**config.mk**
```make
export PLATFORM = sky130hd
export DESIGN_NAME = snake_body_tracker_flat
export DESIGN_NICKNAME = d
export VERILOG_FILES = /design/src/rtl/snake_body_tracker_if.sv /design/src/rtl/snake_body_tracker.sv /design/src/flat_wrapper.sv
export SDC_FILE = /design/constraint.sdc
export NUM_CORES = 1
export LEC_CHECK = 0
export ABC_AREA = 1
export BUFFER_PORTS_ARGS = -buffer_cell sky130_fd_sc_hd__buf_4
export CAP_MARGIN = 15
export CORE_UTILIZATION = 56
export DETAILED_ROUTE_END_ITERATION = 7
export PLACE_DENSITY = 0.81
export SYNTH_ARGS = -nofsm -noshare
export SYNTH_HDL_FRONTEND = slang
export SYNTH_SLANG_ARGS = --single-unit
```
**constraint.sdc**
```tcl
create_clock -name clk -period 4.7 [get_ports clk]
set_clock_uncertainty 0.2 [all_clocks]
set_input_delay 0.235 -clock clk [delete_from_list [all_inputs] [get_ports clk]]
set_output_delay 0.235 -clock clk [all_outputs]
set_load 0.005 [all_outputs]
```
**src/rtl/snake_body_tracker_if.sv**
```systemverilog
// Bundles the game-side control inputs and the per-part coordinate outputs of the snake body tracker.
// The controller/bench side uses master; the tracker itself uses slave.
interface snake_body_tracker_if #(
    parameter int N_PARTS = 10,
    parameter int COORD_W = 6
);
    logic                         game_run;
    logic                         move_tick;
    logic                         dir_valid;
    logic [1:0]                   dir_in;
    logic [N_PARTS-1:0]           active_mask;
    logic [N_PARTS*COORD_W-1:0]   part_x_flat;
    logic [N_PARTS*COORD_W-1:0]   part_y_flat;
    logic [COORD_W-1:0]           head_x;
    logic [COORD_W-1:0]           head_y;
    logic [1:0]                   cur_dir;
    logic                         self_hit;
    logic                         running;

    modport master (
        output game_run, move_tick, dir_valid, dir_in, active_mask,
        input  part_x_flat, part_y_flat, head_x, head_y, cur_dir, self_hit, running
    );

    modport slave (
        input  game_run, move_tick, dir_valid, dir_in, active_mask,
        output part_x_flat, part_y_flat, head_x, head_y, cur_dir, self_hit, running
    );
endinterface

```
**src/rtl/snake_body_tracker.sv**
```systemverilog
// Holds the grid coordinates of every snake part, advances them one cell per move_tick
// with wrap-around, and flags a sticky self-collision against the active body parts.
module snake_body_tracker #(
    parameter int N_PARTS = 10,
    parameter int COORD_W = 6,
    parameter int GRID_W  = 40,
    parameter int GRID_H  = 30,
    parameter int START_X = 20,
    parameter int START_Y = 15
) (
    input  logic                clk,
    input  logic                rst,
    snake_body_tracker_if.slave sb
);
    typedef enum logic [1:0] {S_IDLE, S_RUN, S_HIT} state_e;

    localparam logic [1:0] DIR_UP    = 2'b00;
    localparam logic [1:0] DIR_RIGHT = 2'b01;
    localparam logic [1:0] DIR_DOWN  = 2'b10;
    localparam logic [1:0] DIR_LEFT  = 2'b11;
    localparam int         EXT_W     = COORD_W + 1;

    function automatic logic [COORD_W-1:0] start_x_of(input int idx);
        return COORD_W'(START_X - idx);
    endfunction

    state_e             state_q, state_d;
    logic [COORD_W-1:0] px_q [N_PARTS];
    logic [COORD_W-1:0] px_d [N_PARTS];
    logic [COORD_W-1:0] py_q [N_PARTS];
    logic [COORD_W-1:0] py_d [N_PARTS];
    logic [1:0]         cur_dir_q, cur_dir_d;
    logic [1:0]         next_dir_q, next_dir_d;
    logic               self_hit_q, self_hit_d;
    logic               running_q, running_d;

    logic               dir_accept;
    logic [EXT_W-1:0]   x_ext, y_ext;
    logic [COORD_W-1:0] new_x, new_y;
    logic               hit;

    // A turn is dropped when it would reverse onto the neck (codes differ only in bit 1).
    always_comb begin
        dir_accept = sb.dir_valid && ((sb.dir_in ^ cur_dir_q) != 2'b10);
        next_dir_d = dir_accept ? sb.dir_in : next_dir_q;
    end

    // Underflow shows up as the extra MSB; overflow as equality with the grid size.
    always_comb begin
        x_ext = {1'b0, px_q[0]};
        y_ext = {1'b0, py_q[0]};
        case (next_dir_d)
            DIR_UP:    y_ext = y_ext - EXT_W'(1);
            DIR_RIGHT: x_ext = x_ext + EXT_W'(1);
            DIR_DOWN:  y_ext = y_ext + EXT_W'(1);
            DIR_LEFT:  x_ext = x_ext - EXT_W'(1);
            default:   ;
        endcase

        if (x_ext[EXT_W-1])
            new_x = COORD_W'(GRID_W - 1);
        else if (x_ext == EXT_W'(GRID_W))
            new_x = '0;
        else
            new_x = x_ext[COORD_W-1:0];

        if (y_ext[EXT_W-1])
            new_y = COORD_W'(GRID_H - 1);
        else if (y_ext == EXT_W'(GRID_H))
            new_y = '0;
        else
            new_y = y_ext[COORD_W-1:0];
    end

    // Old part i-1 is where part i lands after the shift, so this checks the post-move body.
    always_comb begin
        hit = 1'b0;
        for (int i = 2; i < N_PARTS; i++) begin
            if (sb.active_mask[i] && new_x == px_q[i-1] && new_y == py_q[i-1])
                hit = 1'b1;
        end
    end

    // NOTE: every _d signal takes its _q value first so no path through this block infers a latch.
    always_comb begin
        state_d    = state_q;
        px_d       = px_q;
        py_d       = py_q;
        cur_dir_d  = cur_dir_q;
        self_hit_d = self_hit_q;

        case (state_q)
            S_IDLE: begin
                if (sb.game_run)
                    state_d = S_RUN;
            end
            S_RUN: begin
                if (!sb.game_run) begin
                    state_d = S_IDLE;
                end else if (sb.move_tick) begin
                    for (int i = 1; i < N_PARTS; i++) begin
                        px_d[i] = px_q[i-1];
                        py_d[i] = py_q[i-1];
                    end
                    px_d[0]   = new_x;
                    py_d[0]   = new_y;
                    cur_dir_d = next_dir_d;
                    if (hit) begin
                        state_d    = S_HIT;
                        self_hit_d = 1'b1;
                    end
                end
            end
            S_HIT: begin
                if (!sb.game_run) begin
                    state_d    = S_IDLE;
                    self_hit_d = 1'b0;
                    cur_dir_d  = DIR_RIGHT;
                    for (int i = 0; i < N_PARTS; i++) begin
                        px_d[i] = start_x_of(i);
                        py_d[i] = COORD_W'(START_Y);
                    end
                end
            end
            default: state_d = S_IDLE;
        endcase

        running_d = (state_d == S_RUN);
    end

    // NOTE: non-blocking assignments here so every register samples the pre-edge values together.
    always_ff @(posedge clk or negedge rst) begin
        if (!rst) begin
            state_q    <= S_IDLE;
            cur_dir_q  <= DIR_RIGHT;
            next_dir_q <= DIR_RIGHT;
            self_hit_q <= 1'b0;
            running_q  <= 1'b0;
            // NOTE: the coordinate array is reset too; the snake must start in a known line.
            for (int i = 0; i < N_PARTS; i++) begin
                px_q[i] <= start_x_of(i);
                py_q[i] <= COORD_W'(START_Y);
            end
        end else begin
            state_q    <= state_d;
            cur_dir_q  <= cur_dir_d;
            self_hit_q <= self_hit_d;
            running_q  <= running_d;
            px_q       <= px_d;
            py_q       <= py_d;
            if (state_q == S_HIT && !sb.game_run)
                next_dir_q <= DIR_RIGHT;
            else
                next_dir_q <= next_dir_d;
        end
    end

    always_comb begin
        sb.part_x_flat = '0;
        sb.part_y_flat = '0;
        for (int i = 0; i < N_PARTS; i++) begin
            sb.part_x_flat[i*COORD_W +: COORD_W] = px_q[i];
            sb.part_y_flat[i*COORD_W +: COORD_W] = py_q[i];
        end
    end

    assign sb.head_x   = px_q[0];
    assign sb.head_y   = py_q[0];
    assign sb.cur_dir  = cur_dir_q;
    assign sb.self_hit = self_hit_q;
    assign sb.running  = running_q;
endmodule

```
**src/flat_wrapper.sv**
```systemverilog
// flat-port wrapper written by rule: the top's interface ports become plain ports
module snake_body_tracker_flat 
#(
    parameter int N_PARTS = 10,
    parameter int COORD_W = 6,
    parameter int GRID_W  = 40,
    parameter int GRID_H  = 30,
    parameter int START_X = 20,
    parameter int START_Y = 15
)
  (clk, rst, sb_game_run, sb_move_tick, sb_dir_valid, sb_dir_in, sb_active_mask, sb_part_x_flat, sb_part_y_flat, sb_head_x, sb_head_y, sb_cur_dir, sb_self_hit, sb_running);
  snake_body_tracker_if #(.N_PARTS(N_PARTS), .COORD_W(COORD_W)) sb_i ();
  input  logic clk;
  input  logic rst;
  input wire logic [$bits(sb_i.game_run)-1:0] sb_game_run;
  input wire logic [$bits(sb_i.move_tick)-1:0] sb_move_tick;
  input wire logic [$bits(sb_i.dir_valid)-1:0] sb_dir_valid;
  input wire logic [$bits(sb_i.dir_in)-1:0] sb_dir_in;
  input wire logic [$bits(sb_i.active_mask)-1:0] sb_active_mask;
  output wire logic [$bits(sb_i.part_x_flat)-1:0] sb_part_x_flat;
  output wire logic [$bits(sb_i.part_y_flat)-1:0] sb_part_y_flat;
  output wire logic [$bits(sb_i.head_x)-1:0] sb_head_x;
  output wire logic [$bits(sb_i.head_y)-1:0] sb_head_y;
  output wire logic [$bits(sb_i.cur_dir)-1:0] sb_cur_dir;
  output wire logic [$bits(sb_i.self_hit)-1:0] sb_self_hit;
  output wire logic [$bits(sb_i.running)-1:0] sb_running;
  assign sb_i.game_run = sb_game_run;
  assign sb_i.move_tick = sb_move_tick;
  assign sb_i.dir_valid = sb_dir_valid;
  assign sb_i.dir_in = sb_dir_in;
  assign sb_i.active_mask = sb_active_mask;
  assign sb_part_x_flat = sb_i.part_x_flat;
  assign sb_part_y_flat = sb_i.part_y_flat;
  assign sb_head_x = sb_i.head_x;
  assign sb_head_y = sb_i.head_y;
  assign sb_cur_dir = sb_i.cur_dir;
  assign sb_self_hit = sb_i.self_hit;
  assign sb_running = sb_i.running;
  snake_body_tracker #(.N_PARTS(N_PARTS), .COORD_W(COORD_W), .GRID_W(GRID_W), .GRID_H(GRID_H), .START_X(START_X), .START_Y(START_Y)) u_core (.clk(clk), .rst(rst), .sb(sb_i));
endmodule
```
==> results.toml, run 1 <==
[outcome]
status = "completed"

[sta]
hold_viol = 0
finalSetupViolCount = 0
timing.hold.ws_ns = 0.0617
drv_slew = 0
setup_slack_ns = 0.318
fin_crit_ns = 4.38
fin_tns_setup_ns = 0
maxSlewHeadroom_pct = 51.0
tightestPinTransition_ns = 0.735
fmax_mhz = 228
period_share_pct = 93.2

[power_and_ir_drop]
ir_drop_mv = 0.341
swShare_pct = 43.3
leakage_nw = 5.01
p_clk_share_pct = 20.8
power_mw = 7.11
power_density_mw_per_mm2 = 758
p_seq_share_pct = 27.3
combinationalPowerShare_pct = 51.8
p_int_mw = 4.03
switchingPower_mw = 3.08

[placement]
place_inst = 1264
numPortBuffers = 150
place_hpwl_um = 14600
place_area_mm2 = 0.00860
finalWeightedCongestion = 0.855
place_ws_ns = 0.169

[die]
die_w_um = 117
initial_utilization_pct = 58.0
io_pins = 153
core_area_mm2 = 0.0128
dieArea_mm2 = 0.0137
die_h_um = 117
num_rows = 41

[critical_path]
slowest_stage = "dfstp_2"
max_stage_delay_ns = 0.56
critPathArrivalTime_ns = 4.53
rr_startpoint = "u_core.sb.cur_dir[0]"
cpMostUsedCell = "nand2_1"
startpoint_type = "register"
timing_worst_setup_path_type = "reg2reg"
r2r_cells = 35
reg2reg_setup_slack_ns = 0.32
crit_fanout = 9
r2r-end = "u_core.sb.self_hit"
crit_required_ns = 4.85
cp-end-kind = "register"
critical_path.endpoint = "u_core.sb.self_hit"
startpoint = "u_core.sb.cur_dir[0]"

[clock_tree]
numCtsBuffers = 17
cts_htree_levels = 4
clockRootBuffer = "clkbuf_16"
clock-sinks = 128
clockBufferDepth = 2
cts.clk_slew.worst_paths_ns = 0.06
cts_tree = "built"
clkLatencyLatePin_ns = 0.42

[cells_and_area]
fin_cells = 1301
syn_to_final_growth_pct = 26.7
layout_commonest_cell = "nand2_1"
drive_gt1_share_pct = 27.4
fin_nets = 1141
fin_util_pct = 73.5
layout_common_cells = "nand2_1, buf_4, inv_1, nand3_1, nor2_1"
diodes = 0
stdcell_area_mm2 = 0.00939

[global_routing]
grt_pass1_wl_um = 33700
grt_usage_pct = 32.3
grt-ovfl-total = 0
grt_pass1_vias = 6582
antenna_found_initial = 0
grt_max_degree = 63

[yosys]
synth.top_cell.area_share_pct = 23.8
netlist_instances = 975
yosys_warnings = 0
ys_top_cells_by_area = "dfstp_2, dfrtp_1, nand2_1"
syn_area_mm2 = 0.00741
synth_top_cell_by_area = "dfstp_2"
async_reset_ff_share_pct = 100
synth_edf_count = 0
syn-mean-instance-area_um2 = 7.60
ys_seq_area_share_pct = 44.4
ys_ff_latch = 128
synth_ff_type = "dfstp_2"
synth_nets = 1000
synth_cell_types = 36

[detailed_routing]
firstDrtPassIters = 6
drtIter0Drc = 778
final_antenna_net_count = 0
wirelength_um = 21300
routed_via_density = 5.69
drc_errors = 0
wl_per_cell_um = 16.4
vias = 7403

[worst_hold_path]
min_from = "sb_dir_in[1]"
hp-class = "in2reg"

[job]
maxCapViolCount = 0
## worst min path at each step
stage                                 to  cells after the start
6_report            u_core.next_dir_q[1]                      5
5_1_grt             u_core.sb.cur_dir[1]                      5
4_1_cts             u_core.next_dir_q[1]                      5
3_5_place_dp   u_core.sb.part_y_flat[46]                      1
3_3_place_gp   u_core.sb.part_y_flat[46]                      1
2_1_floorplan       u_core.next_dir_q[1]                      0
## worst max-delay path, delay by kind of cell, from the launching register on
kind	cells	cell delay, ns
and+or+nand+nor	30	2.70
adders and majority gates	1	0.32
buffers and inverters	3	0.33
AOI/OAI and AO/OA	1	0.16
DFF	1	0.56
## metal layers
layer	global-route usage, %	part of all wire (%)
met1	45.6	42
met2	51.3	48
met3	4.43	7.4
met4	11.8	2.3
met5	0	0
## layout make-up
type / instances / area [um^2]
multi-input cells: 651 / 3390
fillers: 982 / 3380
flip-flops and latches: 128 / 3290
repair buffers: 167 / 1260
inverters: 151 / 569
clock buffers: 23 / 489
well taps: 172 / 215
clock inverters: 9 / 175
## kinds of logic (layout without fill, tap and decap cells)
| logic type | Yosys count | after routing | share of synthesized area, % |
|---|---|---|---|
| xor+xnor | 14 | 14 | 1.65 |
| compound gates | 139 | 139 | 12.4 |
| simple gates | 490 | 490 | 29.1 |
| buf+inv | 196 | 350 | 11.0 |
| fa+ha+maj | 8 | 8 | 1.55 |
| flops | 128 | 128 | 44.4 |
## state kept, by name (all words and copies together), names as in the netlist
signal                 count
u_core.sb.part_y_flat     54
u_core.sb.head_x           6
u_core.sb.running          1
u_core.sb.self_hit         1
u_core.sb.head_y           6
u_core.sb.part_x_flat     54
u_core.sb.cur_dir          2
u_core.next_dir_q          2
u_core.state_q             2
## cell usage after synthesis (5+ instances only)
cell / number
nand2_4: 5
a22oi_1: 52
clkbuf_1: 25
a21oi_1: 13
nand4_1: 11
nand3_1: 101
o21ai_0: 9
nand2_1: 244
o22ai_1: 55
nor3_1: 8
buf_4: 15
inv_1: 144
inv_2: 6
dfrtp_1: 61
nor2_1: 91
nand2_2: 23
ha_1: 6
dfstp_2: 67
xor2_1: 13
## timing repair
item | 4_1_cts | 5_1_grt
endpoints found under the hold margin | 23 | 0
gates resized for setup | 0 | 13
setup endpoints to repair | 0 | 4
hold buffers | 4 | 0
setup buffers | 0 | 1
## power by group through the flow
stage          Combinational (mW)  Sequential (mW)  Clock, mW
5_1_grt                      4.09             1.98       1.54
3_5_place_dp                 3.49             1.93          0
4_1_cts                      3.57             1.93       1.49
6_report                     3.69             1.94       1.48
3_3_place_gp                 3.41             1.93          0
2_1_floorplan                2.34             1.87          0
(Power assumes the default switching activity.)
==> inputs of run 2 (changes only) <==
- PLACE_DENSITY: 0.81 -> unset
- PLACE_DENSITY_LB_ADDON: unset -> 0.15
==> results.toml, run 2 (synthesis results as in run 1) <==
[power_and_ir_drop]
power_density_mw_per_mm2 = 740
ir_drop_mv = 0.309
leakage_nw = 4.95
power_mw = 6.86

[sta]
hold_viol = 0
drv_slew = 0
finalSetupViolCount = 0
fmax_mhz = 232
period_share_pct = 91.6
maxSlewHeadroom_pct = 21.7
tightestPinTransition_ns = 1.17
fin_crit_ns = 4.31

[global_routing]
antenna_found_initial = 0
grt_pass1_wl_um = 32700
grt_usage_pct = 31.4
grt-ovfl-total = 0
grt_pass1_vias = 6461
grt_max_degree = 64

[clock_tree]
cts_tree = "built"
clkLatencyLatePin_ns = 0.42
clock-sinks = 128
post_cts_buffers = 0
clockRootBuffer = "clkbuf_16"
cts_htree_levels = 4
cts.clk_slew.worst_paths_ns = 0.05
numCtsBuffers = 17
clockBufferDepth = 2

[detailed_routing]
drc_errors = 0
routed_via_density = 5.63
final_antenna_net_count = 0
firstDrtPassIters = 6
vias = 7294
drtIter0Drc = 704
wl_per_cell_um = 16.1
wirelength_um = 20900

[cells_and_area]
drive_gt1_share_pct = 27.1
layout_common_cells = "nand2_1, buf_4, inv_1, nand3_1, nor2_1"
layout_commonest_cell = "nand2_1"
syn_to_final_growth_pct = 25.2
stdcell_area_mm2 = 0.00928
diodes = 0
fin_cells = 1296
fin_nets = 1136

[die]
core_area_mm2 = 0.0128
die_w_um = 117
initial_utilization_pct = 58.0
die_h_um = 117
dieArea_mm2 = 0.0137
io_pins = 153
num_rows = 41

[critical_path]
startpoint_type = "register"
rr_startpoint = "u_core.sb.cur_dir[0]"
crit_fanout = 9
critPathArrivalTime_ns = 4.46
crit_required_ns = 4.85
timing_worst_setup_path_type = "reg2reg"
startpoint = "u_core.sb.cur_dir[0]"
slowest_stage = "dfstp_2"
max_stage_delay_ns = 0.56
cpMostUsedCell = "nand2_1"
cp-end-kind = "register"

[placement]
numPortBuffers = 150
place_area_mm2 = 0.00858
finalWeightedCongestion = 0.860
place_inst = 1261
place_hpwl_um = 14400

[worst_hold_path]
hp-class = "in2reg"
min_from = "sb_dir_valid"

[job]
maxCapViolCount = 0

[outcome]
status = "completed"
==> run 2: final timing paths <==
path / endpoint / slack, ns / depth (start not counted)
max reg2reg: u_core.sb.self_hit / 0.39 / 27
max: u_core.sb.self_hit / 0.39 / 27
min: u_core.next_dir_q[1] / 0.03 / 4
min reg2reg: u_core.sb.part_y_flat[56] / 0.30 / 2
min in group asynchronous: u_core.sb.part_y_flat[58] / 0.24 / 2
max in group asynchronous: u_core.sb.part_x_flat[10] / 3.09 / 3
==> run 2: final cells by class <==
type	instances	area [um^2]
tap	172	215
fill	1032	3500
clock buffer	26	509
sequential	128	3290
timing repair buffer	162	1230
multi-input combinational	651	3410
inverter	151	567
clock inverter	6	55.1
==> run 2: what timing repair did <==
item	CTS	global route
hold buffers	3	0
setup endpoints to repair	0	4
resized for setup	0	18
hold endpoints to repair	26	0
==> run 2: per-stage QoR <==
step	TNS [ns]	util [%]	setup WS (ns)	hold WS, ns
floorplan	0	-	0.944	-0.261
global placement	0	67.2	0.254	0.135
detailed placement	0	67.2	0.213	0.139
CTS	0	71.8	0.168	0.00836
global route	-0.0227	72.6	-0.0227	0.0423
finish	0	72.6	0.393	0.0257
==> run 2: power breakdown <==
part	total (mW)	switching, mW	internal, mW
Combinational	3.66	2.21	1.45
Clock	1.26	0.467	0.792
Sequential	1.95	0.371	1.58
Total	6.86	3.05	3.82
==> run 2: layer usage <==
layer / global-route usage [%] / up-vias / wire (um)
met5: 0 / - / 0
met4: 11.4 / 0 / 391
met3: 5.41 / 35 / 1550
met2: 48.3 / 369 / 9690
met1: 44.9 / 3449 / 9300
li1: - / 3441 / -
==> run 2: worst max-delay path, delay by kind of cell (launching register included) <==
family | cells | cell delay (ns)
adders and majority gates | 1 | 0.35
AOI/OAI and AO/OA | 2 | 0.65
and+or+nand+nor | 24 | 2.45
DFF | 1 | 0.56
